**config.mk**
```make
export PLATFORM = sky130hd
export DESIGN_NAME = serial_nibble_rx
export DESIGN_NICKNAME = d
export VERILOG_FILES = /design/src/rtl/serial_pkg.sv /design/src/rtl/rx_out_buf.sv /design/src/rtl/serial_nibble_rx.sv
export SDC_FILE = /design/constraint.sdc
export NUM_CORES = 1
export LEC_CHECK = 0
export CAP_MARGIN = 10
export CELL_PAD_IN_SITES_DETAIL_PLACEMENT = 1
export CELL_PAD_IN_SITES_GLOBAL_PLACEMENT = 1
export CORE_ASPECT_RATIO = 1.25
export CORE_MARGIN = 2
export CORE_UTILIZATION = 31
export CTS_CLUSTER_SIZE = 28
export DETAILED_ROUTE_END_ITERATION = 16
export GPL_TIMING_DRIVEN = 0
export MAX_ROUTING_LAYER = met4
export PLACE_DENSITY = 0.57
export SLEW_MARGIN = 5
export SYNTH_ARGS = -nofsm -noshare
export SYNTH_HDL_FRONTEND = slang
export SYNTH_HIERARCHICAL = 1
export SYNTH_SLANG_ARGS = --single-unit
```
**constraint.sdc**
```tcl
create_clock -name clk -period 1.6 [get_ports clk]
set_input_delay 0.24 -clock clk [delete_from_list [all_inputs] [get_ports clk]]
set_output_delay 0.24 -clock clk [all_outputs]
set_load 0.02 [all_outputs]
```
**src/rtl/serial_pkg.sv**
```systemverilog
// ---------------------------------------------------------------------------
// serial_pkg
// Shared definitions for the serial deframer slice: the receiver FSM state
// encoding, the serial line levels and a small start-detect helper.
// No ports (package).
// Optional feature macro used by importers: SERIAL_NIBBLE_RX_PARITY_EN.
// ---------------------------------------------------------------------------
package serial_pkg;

  typedef enum logic [1:0] {
    IDLE   = 2'd0,
    DATA   = 2'd1,
    PARITY = 2'd2,
    STOP   = 2'd3
  } rx_state_e;

  localparam logic START_LEVEL = 1'b1;
  localparam logic STOP_LEVEL  = 1'b0;
  localparam logic IDLE_LEVEL  = 1'b0;

  // A start bit is the line leaving its idle level towards the start level.
  function automatic logic is_start(input logic s);
    return (s == START_LEVEL) && (s != IDLE_LEVEL);
  endfunction

endpackage

```
**src/rtl/rx_out_buf.sv**
```systemverilog
// ---------------------------------------------------------------------------
// rx_out_buf
// Single-entry valid/ready output register for received words, with sticky
// overrun detection when a new word arrives while the old one is unconsumed.
// Ports:
//   clk        system clock
//   reset      asynchronous active-low reset
//   commit     a good frame completed this cycle; data holds its word
//   data       word to load on commit
//   out_ready  consumer accepts Q this cycle
//   Q          buffered word (held stable while out_valid && !out_ready)
//   out_valid  Q holds an unconsumed word
//   overrun    sticky: a committed word was dropped (cleared by reset only)
// ---------------------------------------------------------------------------
module rx_out_buf #(
  parameter int WIDTH = 4
) (
  input  logic             clk,
  input  logic             reset,
  input  logic             commit,
  input  logic [WIDTH-1:0] data,
  input  logic             out_ready,
  output logic [WIDTH-1:0] Q,
  output logic             out_valid,
  output logic             overrun
);

  logic [WIDTH-1:0] q_reg, q_next;
  logic             valid_reg, valid_next;
  logic             overrun_reg, overrun_next;
  logic             xfer;

  assign xfer = valid_reg && out_ready;

  always_comb begin
    q_next       = q_reg;
    valid_next   = valid_reg;
    overrun_next = overrun_reg;
    if (xfer) begin
      valid_next = 1'b0;
    end
    if (commit) begin
      // The slot is free if empty or being drained this very cycle, which
      // lets back-to-back words flow with no bubble.
      if (!valid_reg || out_ready) begin
        q_next     = data;
        valid_next = 1'b1;
      end else begin
        overrun_next = 1'b1;
      end
    end
  end

  always_ff @(posedge clk or negedge reset) begin
    if (!reset) begin
      q_reg       <= '0;
      valid_reg   <= 1'b0;
      overrun_reg <= 1'b0;
    end else begin
      q_reg       <= q_next;
      valid_reg   <= valid_next;
      overrun_reg <= overrun_next;
    end
  end

  assign Q         = q_reg;
  assign out_valid = valid_reg;
  assign overrun   = overrun_reg;

endmodule

```
**src/rtl/serial_nibble_rx.sv**
```systemverilog
// ---------------------------------------------------------------------------
// serial_nibble_rx
// Deframes a one-bit-per-clock serial stream (start 1, WIDTH data bits,
// [even parity bit], stop 0) into WIDTH-bit words presented on a
// valid/ready output buffer.
// Ports:
//   clk         system clock
//   reset       asynchronous active-low reset
//   sin         serial line, idle level 0
//   out_ready   consumer accepts Q this cycle
//   Q           received word
//   out_valid   Q holds an unconsumed word
//   frame_err   one-cycle pulse: stop bit sampled as 1
//   overrun     sticky: a completed frame was dropped
//   busy        FSM not in IDLE
//   parity_err  (only with SERIAL_NIBBLE_RX_PARITY_EN) one-cycle pulse on a
//               parity mismatch
// Macro SERIAL_NIBBLE_RX_PARITY_EN inserts the PARITY state and parity_err.
// ---------------------------------------------------------------------------
module serial_nibble_rx
  import serial_pkg::*;
#(
  parameter int WIDTH     = 4,
  parameter bit LSB_FIRST = 1'b1
) (
  input  logic             clk,
  input  logic             reset,
  input  logic             sin,
  input  logic             out_ready,
  output logic [WIDTH-1:0] Q,
  output logic             out_valid,
  output logic             frame_err,
  output logic             overrun,
`ifdef SERIAL_NIBBLE_RX_PARITY_EN
  output logic             parity_err,
`endif
  output logic             busy
);

  localparam int CW = $clog2(WIDTH + 1);
  localparam logic [CW-1:0] LAST_BIT = CW'(WIDTH - 1);

  rx_state_e        state_reg, state_next;
  logic [CW-1:0]    cnt_reg, cnt_next;
  logic [WIDTH-1:0] asm_reg;
  logic             frame_err_reg;
  logic             stop_ok;
  logic             commit;

  assign stop_ok = (sin == STOP_LEVEL);

  always_comb begin
    state_next = state_reg;
    cnt_next   = cnt_reg;
    case (state_reg)
      IDLE: begin
        if (is_start(sin)) begin
          state_next = DATA;
          cnt_next   = '0;
        end
      end
      DATA: begin
        // Counter ends at WIDTH on the last data bit and is only cleared by
        // the next start bit, so it never wraps inside a frame.
        cnt_next = cnt_reg + CW'(1);
        if (cnt_reg == LAST_BIT) begin
`ifdef SERIAL_NIBBLE_RX_PARITY_EN
          state_next = PARITY;
`else
          state_next = STOP;
`endif
        end
      end
      PARITY:  state_next = STOP;
      // The stop cycle always returns to IDLE; a bad stop bit is never
      // taken as the next start bit.
      STOP:    state_next = IDLE;
      default: state_next = IDLE;
    endcase
  end

  always_ff @(posedge clk or negedge reset) begin
    if (!reset) begin
      state_reg     <= IDLE;
      cnt_reg       <= '0;
      frame_err_reg <= 1'b0;
    end else begin
      state_reg     <= state_next;
      cnt_reg       <= cnt_next;
      frame_err_reg <= (state_reg == STOP) && !stop_ok;
    end
  end

  // Each assembly bit captures sin on the data slot that maps to it, which
  // gives the same result as shifting in the chosen direction.
  genvar gi;
  generate
    for (gi = 0; gi < WIDTH; gi++) begin : g_asm
      localparam logic [CW-1:0] SLOT = LSB_FIRST ? CW'(gi) : CW'(WIDTH - 1 - gi);
      always_ff @(posedge clk or negedge reset) begin
        if (!reset) begin
          asm_reg[gi] <= 1'b0;
        end else if ((state_reg == DATA) && (cnt_reg == SLOT)) begin
          asm_reg[gi] <= sin;
        end
      end
    end
  endgenerate

`ifdef SERIAL_NIBBLE_RX_PARITY_EN
  logic par_bad_reg;
  logic parity_err_reg;

  always_ff @(posedge clk or negedge reset) begin
    if (!reset) begin
      par_bad_reg    <= 1'b0;
      parity_err_reg <= 1'b0;
    end else begin
      // Even parity: data bits plus parity bit must hold an even count of ones.
      if (state_reg == PARITY) begin
        par_bad_reg <= (^asm_reg) ^ sin;
      end
      parity_err_reg <= (state_reg == STOP) && par_bad_reg;
    end
  end

  assign parity_err = parity_err_reg;
  assign commit     = (state_reg == STOP) && stop_ok && !par_bad_reg;
`else
  assign commit     = (state_reg == STOP) && stop_ok;
`endif

  rx_out_buf #(
    .WIDTH (WIDTH)
  ) u_out_buf (
    .clk       (clk),
    .reset     (reset),
    .commit    (commit),
    .data      (asm_reg),
    .out_ready (out_ready),
    .Q         (Q),
    .out_valid (out_valid),
    .overrun   (overrun)
  );

  assign frame_err = frame_err_reg;
  assign busy      = (state_reg != IDLE);

endmodule

```
=== After elaboration in Yosys (flattened, before gate mapping) ===
Cells that the tools add are included.

* Register bits after elaboration: 16
* Logic and storage cells: 46
* Input bits: 4
* Output and inout bits: 8

* Muxes and demuxes: 8
* Bitwise logic cells: 2
* Add/subtract/negate cells: 1
* Equal/unequal tests: 8
* Reductions and logical operators: 17

{| class="wikitable"
|+ Operator list
! kind !! count
|-
| one-hot mux 2 bit (4 select lines) || 1
|-
| AND reduction 2 bit || 4
|-
| logical AND 1 bit || 7
|-
| equality test 3 x 2 -> 1 bit (second input constant) || 2
|-
| one-hot mux 3 bit (2 select lines) || 1
|-
| equality test 2 bit (second input constant) || 2
|-
| 2-to-1 mux 2 bit || 2
|-
| nonzero test 2 bit || 2
|-
| adder 3 x 1 -> 3 bit (second input constant) || 1
|-
| equality test 3 x 1 -> 1 bit (second input constant) || 1
|-
| logical NOT 3 bit || 1
|-
| 2-to-1 mux 1 bit || 3
|-
| 2-to-1 mux 3 bit || 1
|-
| equality test 2 x 1 -> 1 bit (second input constant) || 1
|-
| logical NOT 2 bit || 1
|-
| != test 2 x 1 -> 1 bit (second input constant) || 1
|-
| != test 2 bit (second input constant) || 1
|-
| NOT 1 bit || 2
|-
| logical NOT 1 bit || 1
|-
| logical OR 1 bit || 1
|}

=== Logic depth before layout (Yosys ltp) ===
Gate-level depths: netlist of run 1.

* Depth after elaboration: 4
* Mapped depth: 6
* Gate-level depth less buffers: 5

=== Hierarchy ===
The synthesis of run 1 kept the hierarchy.

{| class="wikitable"
|+ By module, submodules not included
! module !! cells each !! seq. area each (µm²) !! area an instance (µm²) !! times used
|-
| serial_nibble_rx || 53 || 250.2 || 610.6 || 1
|-
| rx_out_buf || 15 || 150.1 || 250.2 || 1
|}

=== Least setup slack after synthesis of run 1 ===
No wires, ideal clock.

* Path type: register to register
* Start point: reg state_reg[0]
* End point: reg state_reg[1]
* Setup slack: 0.246 ns
* Data required time: 1.475 ns
* Library setup time: 0.125 ns
* Clock period less this slack: 1.354 ns
* Stages on the path, launching flop included: 6
* Data arrival time: 1.229 ns
* Buffers on the path: 0
* Cells stage by stage: dfrtp_1 inv_1 ha_1 nor2b_4 a21oi_2 mux2_4

* Cells in the longest elaborated chain, start to end: 3
* Elaborated cells between the ends (all ways): 8
* Those cells by class: eq/ne: 5; mux: 1; reduce/logical: 2

{| class="wikitable"
|+ RTL lines
! item !! RTL line !! text
|-
| start, declared || serial_nibble_rx.sv:43 || <nowiki>rx_state_e state_reg, state_next;</nowiki>
|-
| start signal, assigned || serial_nibble_rx.sv:88 || <nowiki>state_reg <= state_next;</nowiki>
|-
| equality test 2 x 1 -> 1 bit or logical NOT 2 bit (tied branches) || serial_nibble_rx.sv:55 || <nowiki>case (state_reg)</nowiki>
|-
| != test 2 x 1 -> 1 bit (no line) or != test 2 bit (tied branches) || n/a ||
|-
| AND reduction 2 bit (no line) || n/a ||
|}

Several ways; a longest one is shown, not always the timed one.
A chain may end at the register's enable or synchronous reset.

=== Worst setup path in the final report of run 1 ===
* Start point: reg u_out_buf.overrun_reg, in the netlist u_out_buf/overrun
* End point: out overrun

{| class="wikitable"
|+ RTL lines
! item !! RTL line !! text
|-
| start, declared || rx_out_buf.sv:30 || <nowiki>logic overrun_reg, overrun_next;</nowiki>
|-
| start signal, assigned || rx_out_buf.sv:62 || <nowiki>overrun_reg <= overrun_next;</nowiki>
|-
| end, declared || serial_nibble_rx.sv:33 || <nowiki>output logic overrun,</nowiki>
|}

No word-level cell between the ends.

==> results of run 1 <==
==> cells by family after synthesis <==
logic type / count (synthesis)
flops: 16
buf+inv: 10
compound gates: 7
fa+ha+maj: 8
simple gates: 15
mux: 12
==> how the worst min path moves through the flow <==
stage	from	endpoint	slack, ns	cells after the start
2_1_floorplan	reset	asm_reg[0]$_DFFE_PN0P_	-0.06	0
3_3_place_gp	u_out_buf/overrun$_DFFE_PN0P_	u_out_buf/overrun$_DFFE_PN0P_	0.46	1
3_5_place_dp	u_out_buf/overrun$_DFFE_PN0P_	u_out_buf/overrun$_DFFE_PN0P_	0.48	1
4_1_cts	sin	frame_err$_DFF_PN0_	0.26	2
5_1_grt	sin	frame_err$_DFF_PN0_	0.26	2
6_report	sin	frame_err$_DFF_PN0_	0.26	2
==> layer usage <==
metal	wire length, um	GRT usage, %	vias up
li1	-	-	257
met1	689	12.33	267
met2	745	17.21	17
met3	72	2.153	5
met4	59	9.122	0
met5	0	-	-
==> power by group through the flow <==
stage / Combinational [mW] / Clock (mW) / Sequential, mW
after CTS: 1.20 / 0.297 / 0.755
after global placement: 1.12 / 0 / 0.756
final: 1.20 / 0.279 / 0.752
after detailed placement: 1.14 / 0 / 0.770
after global routing: 1.32 / 0.312 / 0.775
after floorplan: 0.725 / 0 / 0.841
==> stage by stage <==
stage / utilization [%] / setup WS (ns) / hold slack (ns) / std cells / power, mW
after floorplan: - / 0.2463 / -0.05559 / 68 / 1.566
after global placement: 37.81 / -0.002541 / 0.4616 / 112 / 1.875
after global routing: 40.12 / 0.01915 / 0.2630 / 118 / 2.409
after CTS: 39.89 / 0.008934 / 0.2603 / 117 / 2.254
final: 40.12 / 0.09419 / 0.2631 / 118 / 2.235
after detailed placement: 37.81 / -0.005995 / 0.4789 / 112 / 1.914
==> Yosys cell counts <==
master / instances / area, sq um
mux2_2: 2 / 22.52
nor2b_1: 1 / 6.260
a32oi_1: 1 / 8.760
a21oi_2: 1 / 8.760
o21ai_0: 2 / 10.01
and2_1: 1 / 6.260
nand2_1: 9 / 33.78
mux2_4: 8 / 120.1
buf_4: 1 / 7.510
nand2_4: 1 / 11.26
o221ai_1: 1 / 8.760
dfrtp_1: 16 / 400.4
ha_1: 8 / 100.1
buf_6: 1 / 11.26
o22ai_1: 1 / 6.260
nor2b_4: 2 / 27.53
mux2i_1: 2 / 20.02
inv_1: 8 / 30.03
nand2b_4: 1 / 13.76
o21bai_1: 1 / 7.510
==> layout make-up <==
| type | instances | share of cell area (%) |
|---|---|---|
| clock buffers | 4 | 3.408 |
| plain buffers | 2 | 1.763 |
| multi-input cells | 42 | 39.84 |
| repair buffers | 12 | 10.58 |
| well taps | 34 | 3.995 |
| inverters | 8 | 2.820 |
| flip-flops and latches | 16 | 37.60 |
==> what timing repair did <==
item / in CTS / in global routing
buffers inserted: 1 / 1
gates resized for setup: 4 / 3
setup endpoints to repair: 1 / 2
==> impl_metrics.ini, run 1 <==
[setup_path]
max_stage_delay_ns = 0.61
crit_end = overrun
path_depth = 1
worstPathArrival_ns = 1.27
crit_path_start_kind = register
cp_cell_sequence = clkdlybuf4s50_1
rr_worst_depth = 5
required_ns = 1.36
reg2reg_from = state_reg[0]$_DFFE_PN0P_
startpoint = u_out_buf/overrun$_DFFE_PN0P_
r2r-end = u_out_buf/Q[0]$_DFFE_PN0P_
endpoint_kind = output port
cp_slowest_cell = clkdlybuf4s50_1
crit_type = reg -> out
critPathTopFamily = buffers and inverters
reg2reg_slack_ns = 0.10
worstPathMaxFanout = 2
crit_buf_inv = 1

[clock_tree]
cts_root_buf = clkbuf_4
cts_tree = built
clk_path_buf_depth = 2
cts_sinks = 16
numCtsBuffers = 3
holdBufCountCts = 0
clkTransAtPathRegs_ns = 0.09
clk_latency_ns = 0.30
h-tree-depth = 1

[synth]
synth-compound-area-share_pct = 5.814
syn_area_per_cell_sq_um = 12.66
synth-simple-area-share_pct = 11.48
synth_fa_ha_area_share_pct = 11.63
synth_xor_area_share_pct = 0
synth_seq_area_share_pct = 46.51
synthesis.nets = 80
synth_seq_cells = 16
yosysWarnings = 6
synth.distinct_cells = 20
synthCells = 68
syn_area_sq_um = 860.8
synth_top_family_by_area = multiplexers
synthMuxAreaShare_pct = 18.90

[cells_and_area]
area_growth_pct = 23.69
final-seq-area_sq_um = 400.4
final_common_cell = dfrtp_1
nets = 97
final_cell_area_sq_mm = 0.001065
mostFrequentLayoutCells = dfrtp_1 (16), nand2_1 (9), mux2_4 (8), clkdlybuf4s50_1 (8)
drive_gt1_share_pct = 30.95
antenna_cells = 0
fillers = 302
multi_input_area_sq_um = 424.2

[die]
start_util_pct = 32.44
dieArea_sq_mm = 0.003217
die_w_um = 51.13
die_y_um = 62.92
fp.coreArea_sq_mm = 0.002654
rows = 21
ioPinCount = 12

[global_routing]
first_global_vias = 568
grt_remaining_overflow = 0
grt_max_degree = 17
grt_pass1_wl_um = 2566
grt_usage_pct = 11.23
antenna_found_initial = 0

[drt]
drc = 0
drt_iter0_markers = 6
wl_um = 1567
drt-vias-per-instance = 4.627
vias = 546
postRouteAntennaNets = 0
avgRoutedWirePerCell_um = 13.28
dr.pass1.iters = 4

[timing]
final.setup.tns_ns = 0
rsz0062_at_grt = no
finalCritPeriodShare_pct = 94.11
finalHoldViolCount = 0
drv_slew = 0
fmax_mhz = 664.1
relSlewSlack_pct = 50.88
setup_viol = 0
min_period_ns = 1.506
fin_skew_ns = 0.004127
worst_pin_slew_ns = 0.7346

[placed_design]
gp_congestion = 0.7572
portBuffers = 10
placed_cell_area_sq_mm = 0.001003
hpwl_um = 1086

[pwr]
swShare_pct = 36.59
leakagePower_nw = 0.5185
ir_drop_mv = 0.7129
power.internal_mw = 1.417
p_sw_uw = 817.8
p_seq_share_pct = 33.6
clock_power_share_pct = 12.5
power_frac_comb_pct = 53.9
p_per_area_mw_per_mm2 = 2099

[run]
maxCapViolations = 0

[status]
status = finished, final reports clean

[min_path]
min_path_type = in -> reg
No activity file was read; power rests on OpenSTA's default activity.
==> run 2, diff against run 1 <==
- CORE_MARGIN: 2 -> unset
==> impl_metrics.ini, run 2 (synthesis results as in run 1) <==
[die]
rows = 21
ioPinCount = 12
fp.coreArea_sq_mm = 0.002654
die_y_um = 60.92
die_w_um = 49.13
start_util_pct = 32.44
dieArea_sq_mm = 0.002993

[clock_tree]
clkTransAtPathRegs_ns = 0.10
postCtsSetupRepairBufs = 0
cts_sinks = 16
h-tree-depth = 1
clk_path_buf_depth = 2
cts_tree = built
numCtsBuffers = 3
cts_root_buf = clkbuf_4
clk_latency_ns = 0.29

[setup_path]
r2r-end = state_reg[1]$_DFFE_PN0P_
required_ns = 1.36
cp_cell_sequence = inv_2 > ha_4 > inv_1 > clkdlybuf4s15_1
rr_worst_depth = 5
startpoint = state_reg[0]$_DFFE_PN0P_
reg2reg_slack_ns = 0.14
crit_path_start_kind = register
reg2reg_from = cnt_reg[1]$_DFFE_PN0P_
cp_slowest_cell = dfrtp_1
crit_type = reg -> out
endpoint_kind = output port
worstPathMaxFanout = 5
worstPathArrival_ns = 1.29
max_stage_delay_ns = 0.43

[drt]
dr.pass1.iters = 2
drc = 0
vias = 522
postRouteAntennaNets = 0
avgRoutedWirePerCell_um = 12.43
drt_iter0_markers = 2
wl_um = 1442
drt-vias-per-instance = 4.500

[global_routing]
grt_remaining_overflow = 0
grt_usage_pct = 11.48
grt_pass1_wl_um = 2415
use_met3_pct = 2.256
grt.met1_usage_pct = 13.13
first_global_vias = 536
antenna_found_initial = 0
top_usage_layer = met2
grt_max_degree = 17
grt_util_met2_pct = 18.40

[min_path]
hp-start = sin
hold_depth = 2
min_path_type = in -> reg
hold_end = frame_err$_DFF_PN0_

[pwr]
leakagePower_nw = 0.5088
swShare_pct = 36.26
p_per_area_mw_per_mm2 = 2072
power.internal_mw = 1.393
p_sw_uw = 792.4
clock_power_share_pct = 12.6
power_frac_comb_pct = 52.9
ir_drop_mv = 0.5929
p_seq_share_pct = 34.5

[cells_and_area]
antenna_cells = 0
final_common_cell = dfrtp_1
mostFrequentLayoutCells = dfrtp_1 (16), nand2_1 (9), mux2_4 (8), clkdlybuf4s50_1 (8), ha_1 (7)
area_growth_pct = 22.53
nets = 95
final_cells = 116
drive_gt1_share_pct = 29.27

[timing]
fmax_mhz = 654.1
rsz0062_at_grt = no
fin_skew_ns = 0.002366
worst_pin_slew_ns = 0.7207
drv_slew = 0
min_period_ns = 1.529
finalHoldViolCount = 0
finalCritPeriodShare_pct = 95.56
setup_viol = 0
hold_ws_ns = 0.2727
relSlewSlack_pct = 51.81

[run]
maxCapViolations = 0

[placed_design]
gp_congestion = 0.6997
hpwl_um = 1060
portBuffers = 10
dp.cells = 112

[status]
status = finished, final reports clean
run 2: how the worst max path moves through the flow:
stage / endpoint / slack, ns / cells past startpoint
global placement: busy / -0.001 / 4
finish: busy / 0.07 / 4
CTS: busy / 0.01 / 4
floorplan: state_reg[1]$_DFFE_PN0P_ / 0.25 / 5
global route: busy / 0.006 / 4
detailed placement: busy / -0.002 / 4
run 2: critical path: cells and delay by family (launching register included):
family                     cells  cell delay (ns)
buffers and inverters          3             0.40
adders and majority gates      1             0.16
DFF                            1             0.43
run 2: power groups by stage:
| stage | combinational, mW | sequential (mW) | clock, mW |
|---|---|---|---|
| floorplan | 0.725 | 0.841 | 0 |
| global placement | 1.12 | 0.756 | 0 |
| detailed placement | 1.15 | 0.767 | 0 |
| CTS | 1.17 | 0.758 | 0.284 |
| global route | 1.27 | 0.784 | 0.305 |
| finish | 1.16 | 0.754 | 0.276 |
run 2: stage by stage:
step	power [mW]	cell area, sq um	setup TNS, ns	worst slack (ns)	utilization, %
after floorplan	1.566	860.8	0	0.2463	-
after global placement	1.873	1003	-0.001225	-0.001225	37.81
after detailed placement	1.914	1003	-0.002257	-0.002257	37.81
after CTS	2.216	1051	0	0.01392	39.60
after global routing	2.362	1055	0	0.006056	39.75
final	2.186	1055	0	0.07107	39.75
run 2: final cells by class:
class	instances	area, sq um
fill	280	1599
clock buffer	4	36.28
tap	34	42.54
inverter	8	30.03
sequential	16	400.4
timing repair buffer	10	102.6
multi-input combinational	42	424.2
buffer	2	18.77
run 2: what timing repair did:
action	4_1_cts	5_1_grt
hold endpoints to repair	0	0
hold buffers	0	0
resized for setup	4	3
endpoints found under the setup margin	1	2
run 2: routing by layer:
metal / share of wire, % / vias up
li1: - / 252
met1: 45 / 252
met2: 49 / 13
met3: 3.3 / 5
met4: 3.0 / 0
met5: 0 / -
==> run 3, diff against run 2 <==
- CTS_BUF_LIST: unset -> sky130_fd_sc_hd__clkbuf_4
==> impl_metrics.ini, run 3 (synthesis results as in run 1) <==
[timing]
rsz0062_at_grt = no
fmax_mhz = 653.9
relSlewSlack_pct = 51.66
min_period_ns = 1.529
finalHoldViolCount = 0
layout_setup_ws_ns = 0.07060
hold_ws_ns = 0.2734
fin_skew_ns = 0.0005052
finalCritPeriodShare_pct = 95.59
drv_slew = 0
final.setup.tns_ns = 0
setup_viol = 0
worst_pin_slew_ns = 0.7229

[status]
status = finished, final reports clean

[global_routing]
antenna_found_initial = 0
grt_usage_pct = 11.70
grt.met1_usage_pct = 13.13
grt_pass1_wl_um = 2435
grt_max_degree = 17
grt_util_met2_pct = 18.59
use_met3_pct = 2.256
first_global_vias = 537
grt_remaining_overflow = 0
top_usage_layer = met2

[placed_design]
gp_congestion = 0.6997
placed_cell_area_sq_mm = 0.001003
hpwl_um = 1060
portBuffers = 10
place_ws_ns = -0.002257
dp.cells = 112

[pwr]
ir_drop_mv = 0.6004
leakagePower_nw = 0.5032
power.total_mw = 2.137
p_per_area_mw_per_mm2 = 2045

[min_path]
hold_end = frame_err$_DFF_PN0_
hp-start = sin
hold_depth = 2
min_path_type = in -> reg

[die]
die_w_um = 49.13
die_y_um = 60.92
rows = 21
ioPinCount = 12
start_util_pct = 32.44
dieArea_sq_mm = 0.002993
fp.coreArea_sq_mm = 0.002654

[drt]
drc = 0
drt-vias-per-instance = 4.483
avgRoutedWirePerCell_um = 12.50
dr.pass1.iters = 2
postRouteAntennaNets = 0
vias = 520
drt_iter0_markers = 2
wl_um = 1450

[setup_path]
crit_path_start_kind = register
startpoint = state_reg[0]$_DFFE_PN0P_
reg2reg_from = cnt_reg[1]$_DFFE_PN0P_
crit_type = reg -> out
rr_worst_depth = 5
worstPathMaxFanout = 5
endpoint_kind = output port
required_ns = 1.36
worstPathArrival_ns = 1.29
reg2reg_slack_ns = 0.13
r2r-end = state_reg[1]$_DFFE_PN0P_

[run]
maxCapViolations = 0

[cells_and_area]
drive_gt1_share_pct = 28.05
fillers = 281
antenna_cells = 0
nets = 95
mostFrequentLayoutCells = dfrtp_1 (16), nand2_1 (9), mux2_4 (8), clkdlybuf4s50_1 (8), ha_1 (7)
area_growth_pct = 21.37
final_util_pct = 39.37
final_common_cell = dfrtp_1
final_cells = 116
final_cell_area_sq_mm = 0.001045

[clock_tree]
clk_latency_ns = 0.29
clkTransAtPathRegs_ns = 0.10
numCtsBuffers = 3
clk_path_buf_depth = 2
cts_tree = built
postCtsSetupRepairBufs = 0
cts_sinks = 16
holdBufCountCts = 0
h-tree-depth = 1
cts_root_buf = clkbuf_4
-- run 3: cell types whose count changed in the layout (fill, tap and decap cells not counted), sizes merged --
cell,before,now
clkbuf,4,3
clkinv,0,1
-- run 3: report_power, final --
group / internal, mW / switching (mW)
logic: 0.644 / 0.511
registers: 0.610 / 0.144
clock network: 0.0908 / 0.137
-- run 3: per-layer routing --
layer / routed length (um) / share of wire, % / vias up
li1: - / - / 252
met1: 626 / 43 / 250
met2: 725 / 50 / 13
met3: 49 / 3.4 / 5
met4: 48 / 3.3 / 0
met5: 0 / 0 / -
-- run 3: how the worst max path moves through the flow --
stage                                     to  slack [ns]  cells past startpoint
floorplan           state_reg[1]$_DFFE_PN0P_        0.25                      5
global placement                        busy      -0.001                      4
detailed placement                      busy      -0.002                      4
CTS                                     busy        0.01                      4
global route                            busy       0.003                      4
finish                                  busy        0.07                      4
-- run 3: timing repair --
item | in CTS | in global routing
cloned | 0 | 0
pin swaps | 0 | 0
endpoints found under the hold margin | 0 | 0
resized for setup | 4 | 3
setup endpoints to repair | 1 | 2
-- run 3: layout make-up --
cell class | count | area, sq um | share of cell area (%)
multi-input cells | 42 | 424.2 | 40.60
flip-flops and latches | 16 | 400.4 | 38.32
repair buffers | 10 | 102.6 | 9.820
well taps | 34 | 42.54 | 4.072
inverters | 8 | 30.03 | 2.874
clock buffers | 3 | 22.52 | 2.156
plain buffers | 2 | 18.77 | 1.796
clock inverters | 1 | 3.754 | 0.3593
-- run 3: worst max-delay path, cell delays in order (launching register included) --
cell,delay [ns]
dfrtp_1,0.43
inv_2,0.09
ha_4,0.16
inv_1,0.04
clkdlybuf4s15_1,0.27
